<file path="src/rtl/cpu_pkg.sv">
// Shared encodings for the CPU control path: pc source select,
// branch condition field and run/halt state.
package cpu_pkg;

    localparam logic [1:0] PC_INC = 2'b00;
    localparam logic [1:0] PC_REL = 2'b01;
    localparam logic [1:0] PC_ABS = 2'b10;

    localparam logic [2:0] COND_AL = 3'b000;
    localparam logic [2:0] COND_EQ = 3'b001;
    localparam logic [2:0] COND_NE = 3'b010;
    localparam logic [2:0] COND_LT = 3'b011;
    localparam logic [2:0] COND_LE = 3'b100;

    typedef enum logic {
        RUN  = 1'b0,
        HALT = 1'b1
    } run_state_t;

endpackage

</file>
<file path="src/rtl/branch_cond_eval.sv">
// Evaluates a branch condition field against the Z/N/V status flags.
// Unassigned encodings never take.
module branch_cond_eval
    import cpu_pkg::*;
(
    input  logic [2:0] cond,
    input  logic       z,
    input  logic       n,
    input  logic       v,
    output logic       take
);

    always_comb begin
        take = 1'b0;
        case (cond)
            COND_AL: take = 1'b1;
            COND_EQ: take = z;
            COND_NE: take = ~z;
            COND_LT: take = n ^ v;
            COND_LE: take = (n ^ v) | z;
            default: take = 1'b0;
        endcase
    end

endmodule

</file>
<file path="src/rtl/pc_addr_unit.sv">
// Program counter, link register and data-address register with
// relative/absolute branching, run/halt control and a taken-branch counter.
module pc_addr_unit
    import cpu_pkg::*;
#(
    parameter int             AW        = 9,
    parameter logic [AW-1:0]  RESET_VEC = '0,
    parameter int             CW        = 16
) (
    input  logic          clk,
    input  logic          reset,
    input  logic          reset_pc,
    input  logic          load_pc,
    input  logic [1:0]    pc_sel,
    input  logic [2:0]    cond,
    input  logic          Z,
    input  logic          N,
    input  logic          V,
    input  logic [15:0]   sximm8,
    input  logic [AW-1:0] target,
    input  logic          load_link,
    input  logic          halt,
    input  logic          load_addr,
    input  logic [AW-1:0] addr_in,
    input  logic          addr_sel,
    output logic [AW-1:0] pc,
    output logic [AW-1:0] link,
    output logic [AW-1:0] mem_addr,
    output logic          halted,
    output logic          taken,
    output logic [CW-1:0] taken_count
);

    localparam logic [AW-1:0] PC_ONE  = AW'(1);
    localparam logic [CW-1:0] CNT_ONE = CW'(1);
    localparam logic [CW-1:0] CNT_MAX = '1;

    run_state_t    state;
    run_state_t    state_next;
    logic [AW-1:0] addr_q;
    logic [AW-1:0] offset;
    logic [AW-1:0] pc_next;
    logic          cond_true;
    logic          br_taken;
    logic          count_en;

    branch_cond_eval u_cond (
        .cond (cond),
        .z    (Z),
        .n    (N),
        .v    (V),
        .take (cond_true)
    );

    // Offset is sign-extended or truncated to the address width.
    assign offset = AW'($signed(sximm8));

    always_comb begin
        pc_next  = pc + PC_ONE;
        br_taken = 1'b0;
        case (pc_sel)
            PC_REL: begin
                if (cond_true) begin
                    pc_next  = pc + offset;
                    br_taken = 1'b1;
                end
            end
            PC_ABS: begin
                pc_next  = target;
                br_taken = 1'b1;
            end
            default: ;
        endcase
    end

    always_comb begin
        state_next = state;
        case (state)
            RUN:     if (halt) state_next = HALT;
            HALT:    state_next = HALT;
            default: state_next = RUN;
        endcase
    end

    assign count_en = load_pc & br_taken & (taken_count != CNT_MAX);

    always_ff @(posedge clk or posedge reset) begin
        if (reset) begin
            pc          <= RESET_VEC;
            link        <= '0;
            addr_q      <= '0;
            state       <= RUN;
            taken       <= 1'b0;
            taken_count <= '0;
        end else begin
            if (load_addr) addr_q <= addr_in;
            if (reset_pc) begin
                pc    <= RESET_VEC;
                state <= RUN;
                taken <= 1'b0;
            end else if (state == HALT) begin
                taken <= 1'b0;
            end else begin
                state <= state_next;
                taken <= load_pc & br_taken;
                if (load_pc) pc <= pc_next;
                if (load_link) link <= pc;
                if (count_en) taken_count <= taken_count + CNT_ONE;
            end
        end
    end

    assign halted   = (state == HALT);
    assign mem_addr = addr_sel ? pc : addr_q;

endmodule

</file>
<file path="config.mk">
export PLATFORM = sky130hd
export DESIGN_NAME = pc_addr_unit
export DESIGN_NICKNAME = d
export VERILOG_FILES = /design/src/rtl/cpu_pkg.sv /design/src/rtl/branch_cond_eval.sv /design/src/rtl/pc_addr_unit.sv
export SDC_FILE = /design/constraint.sdc
export NUM_CORES = 1
export LEC_CHECK = 0
export CORE_UTILIZATION = 49
export DETAILED_ROUTE_END_ITERATION = 16
export PLACE_DENSITY = 0.86
export SLEW_MARGIN = 10
export SYNTH_ARGS = -nofsm -noshare
export SYNTH_HDL_FRONTEND = slang
export SYNTH_HIERARCHICAL = 1
export SYNTH_SLANG_ARGS = --single-unit
</file>
<file path="constraint.sdc">
create_clock -name clk -period 4.6 [get_ports clk]
set_input_delay 1.38 -clock clk [delete_from_list [all_inputs] [get_ports clk]]
set_output_delay 1.38 -clock clk [all_outputs]
set_load 0.02 [all_outputs]
</file>
==> results of run 1 <==
## per-layer routing
layer,wire (um),GRT usage [%]
met3,337,5.29
met1,2920,33.3
met5,0,0
met4,49,4.94
met2,3280,40.6
## critical path, cell delays in order
cell,delay [ns]
clkdlybuf4s50_1,0.71
mux2_2,0.39
clkdlybuf4s50_1,0.54
## through the flow
stage          area [sq um]  power [W]  worst slack, ns
4_1_cts                3700   0.000996            0.187
2_1_floorplan          2670   0.000590             1.12
5_1_grt                3700    0.00104            0.122
6_report               3700   0.000987            0.199
3_5_place_dp           3600   0.000710            0.190
3_3_place_gp           3600   0.000703            0.205
## area by class of cell
type | count | area share [%]
Multi-Input combinational cell | 185 | 40.0
Tap cell | 70 | 2.36
Sequential cell | 45 | 30.4
Timing Repair Buffer | 88 | 23.7
Inverter | 7 | 0.709
Clock buffer | 5 | 1.86
Clock inverter | 2 | 0.946
## layout by cell type, fill, tap and decap left out, drive strengths merged, types with 2 or more instances in the layout
cell / instances
a221o: 2
o21ai: 10
clkbuf: 5
nor2b: 3
and4: 2
o32ai: 2
xor2: 7
o21a: 3
o31ai: 2
a211oi: 3
inv: 7
a21oi: 10
nand3: 14
ha: 12
a21o: 5
dfrtp: 45
nor3b: 3
nand4: 3
a22o: 5
mux2: 29
mux2i: 2
clkdlybuf4s50: 87
a31oi: 3
nor2: 8
o211ai: 2
nor3: 7
nand2: 12
and3: 2
xnor2: 14
a22oi: 3
## logic make-up after synthesis
family	share of synthesized area, %
fa+ha+maj	6.38
flops	42.3
mux	13.1
compound gates	16.6
xor+xnor	6.90
buf+inv	2.11
simple gates	12.6
## power groups by stage
stage	clock (W)	combinational, W	sequential [W]
CTS	0.000291	0.000248	0.000456
floorplan	0	0.000111	0.000479
detailed placement	0	0.000247	0.000463
finish	0.000284	0.000248	0.000456
global placement	0	0.000241	0.000462
global route	0.000308	0.000269	0.000461
## path summary, 6_finish.rpt
kind                                         to  slack [ns]
worst min-delay path            taken_count[15]        0.49
worst max register to register            pc[4]        2.13
max in group asynchronous               link[0]        2.41
worst min register to register  taken_count[15]        0.49
worst max-delay path                mem_addr[0]        0.20
min in group asynchronous       taken_count[11]        1.60
## sequential cells by signal (all words and copies together) (netlist names)
name / cells
link: 9
taken_count: 16
taken: 1
addr_q: 9
pc: 9
halted: 1
==> out/results.txt, run 1 <==
Sequential Area = 1130 sq um
Worst flop-to-flop path startpoint = pc[0]
PD cells = 267 nW/um^2
First-pass GRT wire length = 10500 um
Net Count, Synth = 306
FFs w/ async S/R, synth = 100%
Die Span Y = 75.8 um
Clock Sinks = 45
Final wirelength = 6590 um
Final core utilization = 71.6%
LEAKAGE = 1.58 nW
CTS tree = done
H-tree Lvls = 2
Mapped Area = 2670 sq um
HPWL Detailed = 4890 um
Setup TNS = 0 ns
Remaining DRCs = 0
Per-cell routed wire length = 16.4 um
Filler cells = 386
Initial antenna violation count = 0
Number of global-route vias before repair = 2154
Nature of the critical path endpoint = output pin
R2R cell count = 7
Seq pwr share = 46.2%
Clock power share = 28.7%
Final setup viols = 0
Post-synth EDFFs = 0
Largest area contributor in the netlist = dfrtp_1
Final hold violations = 0
Crit share post-route = 95.7%
Num CTS Buffers = 5
Starting Density = 51.5%
Sw Share = 27.6%
Clock tree buffer depth = 2
Row cnt = 26
Fmax = 227 MHz
Max_cap viols = 0
Setup crit start = addr_sel
Worst min path class = flip-flop to flip-flop
Aggregate global-route resource usage = 24.6%
Total gr overflow = 0
Sequential share of the synthesized area = 42.3%
Post-CTS setup buffer count = 0
Seq cells post-synth = 45
CP startpoint kind = input port
Post-CTS Hold Buffers = 0
Data required time of the worst path = 3.22 ns
Multi-input gate area = 1480 sq um
Gate Count Post-Synth = 243
Sw power = 0.000273 W
DIE WIDTH = 75.8 um
Cell with the most instances after synthesis = dfrtp_1
P&R area growth vs syn = 39.0%
Top-area cell type share of the netlist area = 42.3%
Int Pwr = 0.000715 W
Yosys cell types = 53
Placer Congestion = 0.859
Min-Delay Path Depth = 1
Status = finished, final reports clean
Synth top cells by count = dfrtp_1, mux2_2, nand3_1, xnor2_1
Final Max Tran Viols = 0
Core footprint = 5170 sq um
Vias = 2281
Worst-path clk slew = 0.08 ns
Final min period = 4.40 ns
Placed cell count = 395
Critical Path AT = 3.02 ns
Avg Cell Area, Syn = 11.0 sq um
Largest net degree at the start of global routing = 46
Hold Slack = 0.493 ns
Worst Tran Pin Value = 0.922 ns
WS Path Type = input port to output pin
Finished Layout Cells = 402
Die area = 5740 sq um
Ys Warns = 6
Root Driver = clkbuf_8
HP Start = taken_count[15]
Post_cts resized = 0
ANT nets after route = 0
Port bufs = 87
Antenna cells = 0
Gate power share = 25.1%
Layout cell share with drive strength beyond 1 = 14.2%
Final #Nets = 395
# IOs = 95
Clock Latency Late Sink = 0.30 ns
Max-slew headroom = 38.4%
Detailed Routing Iterations Pass 1 = 5
Maximum fanout along the worst path = 9
Top FF cell, synth = dfrtp_1
Layout Skew = 0.00903 ns
Max IR drop VDD = 0.183 mV
DR vias/cell = 5.67
Synth area leaders = dfrtp_1, mux2_2, ha_1, xnor2_1, nand3_1
RSZ-0062 raised after global routing = no
Drt initial violations = 174
Note: power is estimated with default switching activity, not from simulation.
==> inputs of run 2 (changes only) <==
CORE_ASPECT_RATIO = 0.9   (was not set)
CTS_BUF_LIST = sky130_fd_sc_hd__clkbuf_16   (was not set)
==> run 2 against run 1 <==
  * Final cell count is 0.50% lower
  * Sequential power hardly changed
  * Clock skew is 0.0072 ns lower
  * Setup slack better by 0.11 ns
  * Non-clock buffer count is 1 higher
==> out/results.txt, run 2 (synthesis results as in run 1) <==
Post_cts resized = 0 (unchanged)
Final hold violations = 0 (unchanged)
Fmax = 233 MHz (+2.5%)
Nature of the critical path endpoint = output pin
Most frequent cells in the layout = clkdlybuf4s50_1, dfrtp_1, mux2_2
Reg with most FFs = taken_count
Number of global-route vias before repair = 2314 (+7.4%)
Final min period = 4.29 ns (-0.109 ns)
Status = finished, final reports clean
Root Driver = clkbuf_16
Min-Delay Path Depth = 1 (unchanged)
Placer Congestion = 0.895 (+4.2%)
Core footprint = 5260 sq um (+1.6%)
Slowest-stage cell, CP = clkdlybuf4s50_1
Setup TNS = 0 ns (unchanged)
H-tree Lvls = 2 (unchanged)
Worst-path clk slew = 0.06 ns (-0.02 ns)
RSZ-0062 raised after global routing = no
Worst min path class = flip-flop to flip-flop
Max reg flops = 16 (unchanged)
R2R Path End = pc[4]
Final instance area = 3740 sq um (+0.88%)
Placed inst area = 3600 sq um (+0.10%)
ANT nets after route = 0 (unchanged)
Clock Latency Late Sink = 0.27 ns (-0.03 ns)
DIE WIDTH = 79.7 um (+5.3%)
Final total power = 0.00103 W (+4.6%)
HP Start = taken_count[12]
Layout cell share with drive strength beyond 1 = 13.8% (-0.34 points)
Row cnt = 25 (-3.8%)
Clock tree buffer depth = 2 (unchanged)
Max-slew headroom = 39.8% (+1.4 points)
CP cell instances = clkdlybuf4s50_1 > buf_4 > mux2_2 > clkdlybuf4s50_1
Max_cap viols = 0 (unchanged)
R2r setup slk = 2.10 ns (-0.03 ns)
Starting Density = 50.7% (-0.81 points)
Largest net degree at the start of global routing = 46 (unchanged)
Final wirelength = 6950 um (+5.5%)
Num CTS Buffers = 5 (unchanged)
Most common cell after layout, fill and taps aside = clkdlybuf4s50_1
# IOs = 95 (unchanged)
Per-cell routed wire length = 17.4 um (+6.1%)
Sequential Area = 1130 sq um (unchanged)
Total gr overflow = 0 (unchanged)
Detailed Routing Iterations Pass 1 = 4 (-1)
Crit share post-route = 93.3% (-2.4 points)
Drt initial violations = 287 (+65%)
Maximum fanout along the worst path = 9 (unchanged)
Post-CTS setup buffer count = 0 (unchanged)
Layout Skew = 0.00181 ns (-0.00722 ns)
HPWL Detailed = 5180 um (+5.8%)
WS Path Type = input port to output pin
Worst flop-to-flop path startpoint = pc[0]
Final setup viols = 0 (unchanged)
Antenna cells = 0 (unchanged)
Remaining DRCs = 0 (unchanged)
Vias = 2346 (+2.8%)
Hold EP = taken_count[12]
Port bufs = 87 (unchanged)
DR vias/cell = 5.87 (+3.4%)
Worst Tran Pin Value = 0.902 ns (-0.0203 ns)
Critical Path AT = 2.91 ns (-0.11 ns)
Final core utilization = 71.1% (-0.51 points)
Final #Nets = 396 (+0.25%)
CP startpoint kind = input port
Max IR drop VDD = 0.208 mV (+13%)
Hold Slack = 0.490 ns (-0.00298 ns)
Multi-input gate area = 1480 sq um (unchanged)
LEAKAGE = 1.60 nW (+1.2%)
CTS tree = done
CP dominant cell by count = clkdlybuf4s50_1
First-pass GRT wire length = 11100 um (+5.6%)
Clock Sinks = 45 (unchanged)
PD cells = 276 nW/um^2 (+3.7%)
Aggregate global-route resource usage = 25.0% (+0.46 points)
Die area = 5740 sq um (about the same)
Final Max Tran Viols = 0 (unchanged)
Max incr delay on CP = 0.55 ns (-0.16 ns)
Post-CTS Hold Buffers = 0 (unchanged)
Data required time of the worst path = 3.22 ns (about the same)
Filler cells = 410 (+6.2%)
Initial antenna violation count = 0 (unchanged)
R2R cell count = 7 (unchanged)
P&R area growth vs syn = 40.2%
Die Span Y = 72.0 um (-5.0%)
-- run 2: report_power, final --
part           total, W  leakage [nW]  switching, W  internal (W)
Sequential     0.000457         0.600     0.0000331      0.000424
Clock          0.000324        0.0685      0.000130      0.000194
Combinational  0.000252         0.932      0.000117      0.000135
-- run 2: area by class of cell --
class	instances	share of cell area [%]
Clock inverter	2	0.201
Inverter	7	0.703
Tap cell	67	2.24
Multi-Input combinational cell	185	39.7
Timing Repair Buffer	89	23.7
Sequential cell	45	30.1
Clock buffer	5	3.35
-- run 2: worst max-delay path by stage --
stage / start / endpoint / depth (start not counted)
floorplan: addr_sel / mem_addr[0] / 2
global placement: addr_sel / mem_addr[8] / 4
detailed placement: addr_sel / mem_addr[0] / 4
CTS: addr_sel / mem_addr[3] / 4
global route: addr_sel / mem_addr[8] / 4
finish: addr_sel / mem_addr[8] / 4
-- run 2: through the flow --
stage	std cells	setup slack (ns)
after floorplan	243	1.12
after global placement	393	0.323
after detailed placement	393	0.305
after CTS	400	0.302
after global routing	400	0.266
final	400	0.308
-- run 2: metal layers --
metal  part of all wire (%)  global-route usage [%]  wire length [um]
met1                     43                    33.0              2980
met2                     49                    42.1              3440
met3                    6.1                    4.91               423
met4                    1.6                    7.14               112
met5                      0                       0                 0
-- run 2: critical path, delay by kind of cell --
family   cells  cell delay (ns)
mux          1             0.35
buf+inv      3             1.18
==> inputs of run 3 (changes only) <==
CORE_UTILIZATION = 45   (was 49)
PLACE_DENSITY = 0.8   (was 0.86)
clock period = 4.8 ns   (was 4.6 ns; I/O delays follow)
==> run 3 against run 2 <==
  * Clock-buffer cell count did not move
  * Worst hold slack gained 0.012 ns
  * Combinational power decreased by 6%
  * Final area up 0.64%
  * Final cell count up 0.50%
  * Critical path type unchanged
  * Largest power group unchanged
==> out/results.txt, run 3 (synthesis results as in run 1) <==
# IOs = 95 (unchanged)
CTS tree = done
Clock tree buffer depth = 2 (unchanged)
Number of global-route vias before repair = 2254 (-2.6%)
Max incr delay on CP = 0.74 ns (+0.19 ns)
DIE WIDTH = 83.1 um (+4.2%)
Post_cts resized = 0 (unchanged)
ANT nets after route = 0 (unchanged)
CP dominant cell by count = clkdlybuf4s50_1
Row cnt = 26 (+4.0%)
HP Start = link[7]
Reg with most FFs = taken_count
Maximum fanout along the worst path = 9 (unchanged)
Post-CTS setup buffer count = 0 (unchanged)
R2R cell count = 7 (unchanged)
Max_cap viols = 0 (unchanged)
CP startpoint kind = input port
CP cell instances = clkdlybuf4s50_1 > mux2_2 > clkdlybuf4s50_1
Worst min path class = flip-flop to flip-flop
Crit share post-route = 95.2%
Total gr overflow = 0 (unchanged)
Final min period = 4.57 ns
Nature of the critical path endpoint = output pin
R2R Path End = pc[4]
Core footprint = 5690 sq um (+8.3%)
Starting Density = 46.8% (-3.9 points)
Num CTS Buffers = 5 (unchanged)
Data required time of the worst path = 3.36 ns (+0.14 ns)
Placer Congestion = 0.883 (-1.4%)
WP buf/inv = 2 (-1)
Final core utilization = 66.1% (-5.1 points)
Max-slew headroom = 38.6% (-1.2 points)
Hold EP = link[7]
Critical Path AT = 3.13 ns (+0.22 ns)
PD cells = 278 nW/um^2 (+0.64%)
Placed inst area = 3600 sq um (-0.10%)
Cell family with most CP delay = buffers and inverters
Die Span Y = 75.0 um (+4.2%)
Max reg flops = 16 (unchanged)
Detailed Routing Iterations Pass 1 = 4 (unchanged)
Layout Skew = 0.00613 ns (+0.00432 ns)
H-tree Lvls = 2 (unchanged)
Final #Nets = 395 (-0.25%)
Status = finished, final reports clean
Vias = 2264 (-3.5%)
Filler cells = 449 (+9.5%)
LEAKAGE = 1.61 nW (+0.40%)
Most common cell after layout, fill and taps aside = clkdlybuf4s50_1
RSZ-0062 raised after global routing = no
R2r setup slk = 2.29 ns (+0.19 ns)
Worst-path clk slew = 0.05 ns (about the same)
Fmax = 219 MHz
Clock Sinks = 45 (unchanged)
WS Path Type = input port to output pin
Final instance area = 3760 sq um (+0.64%)
Final wirelength = 6530 um (-6.0%)
Worst Tran Pin Value = 0.919 ns (+0.0176 ns)
Slowest-stage cell, CP = clkdlybuf4s50_1
Per-cell routed wire length = 16.3 um (-6.5%)
First-pass GRT wire length = 10500 um (-4.7%)
Final Max Tran Viols = 0 (unchanged)
Drt initial violations = 140 (-51%)
Final setup viols = 0 (unchanged)
Final hold violations = 0 (unchanged)
Die area = 6230 sq um (+8.6%)
Remaining DRCs = 0 (unchanged)
Initial antenna violation count = 0 (unchanged)
Max IR drop VDD = 0.240 mV (+16%)
HPWL Detailed = 4870 um (-5.9%)
Setup TNS = 0 ns (unchanged)
Root Driver = clkbuf_16
Largest net degree at the start of global routing = 46 (unchanged)
Layout cell share with drive strength beyond 1 = 14.2% (+0.34 points)
Aggregate global-route resource usage = 21.7% (-3.3 points)
Antenna cells = 0 (unchanged)
Clock Latency Late Sink = 0.28 ns (about the same)
Worst flop-to-flop path startpoint = pc[0]
Min-Delay Path Depth = 1 (unchanged)
P&R area growth vs syn = 41.1%
DR vias/cell = 5.63 (-4.0%)
Port bufs = 87 (unchanged)
Most frequent cells in the layout = clkdlybuf4s50_1, dfrtp_1, mux2_2
Post-CTS Hold Buffers = 0 (unchanged)
-- run 3: how the worst max path moves through the flow --
stage,start,to,depth (start not counted)
floorplan,addr_sel,mem_addr[0],2
global placement,addr_sel,mem_addr[8],3
detailed placement,addr_sel,mem_addr[8],3
CTS,addr_sel,mem_addr[8],3
global route,addr_sel,mem_addr[8],3
finish,addr_sel,mem_addr[8],3
-- run 3: power breakdown --
part	total [W]	internal [W]	switching (W)
registers	0.000436	0.000406	0.0000303
clock network	0.000374	0.000241	0.000132
logic	0.000236	0.000129	0.000107
-- run 3: per-stage QoR --
| step | instances | setup slack [ns] | hold WS [ns] | power (W) |
|---|---|---|---|---|
| 2_1_floorplan | 243 | 1.20 | 0.477 | 0.000565 |
| 3_3_place_gp | 395 | 0.258 | 0.483 | 0.000673 |
| 3_5_place_dp | 395 | 0.235 | 0.489 | 0.000679 |
| 4_1_cts | 402 | 0.225 | 0.499 | 0.00105 |
| 5_1_grt | 402 | 0.158 | 0.512 | 0.00109 |
| 6_report | 402 | 0.232 | 0.501 | 0.00105 |
-- run 3: cell type report --
class	count	area, sq um	share of cell area, %
multi-input combinational	185	1480	39.4
sequential	45	1130	29.9
timing repair buffer	88	878	23.4
clock buffer	5	125	3.33
tap	70	87.6	2.33
clock inverter	2	35.0	0.931
inverter	7	26.3	0.699
-- run 3: metal layers --
metal | GRT usage, % | routed length [um]
met3 | 5.15 | 341
met4 | 9.00 | 118
met5 | 0 | 0
met1 | 27.7 | 2940
met2 | 36.4 | 3130
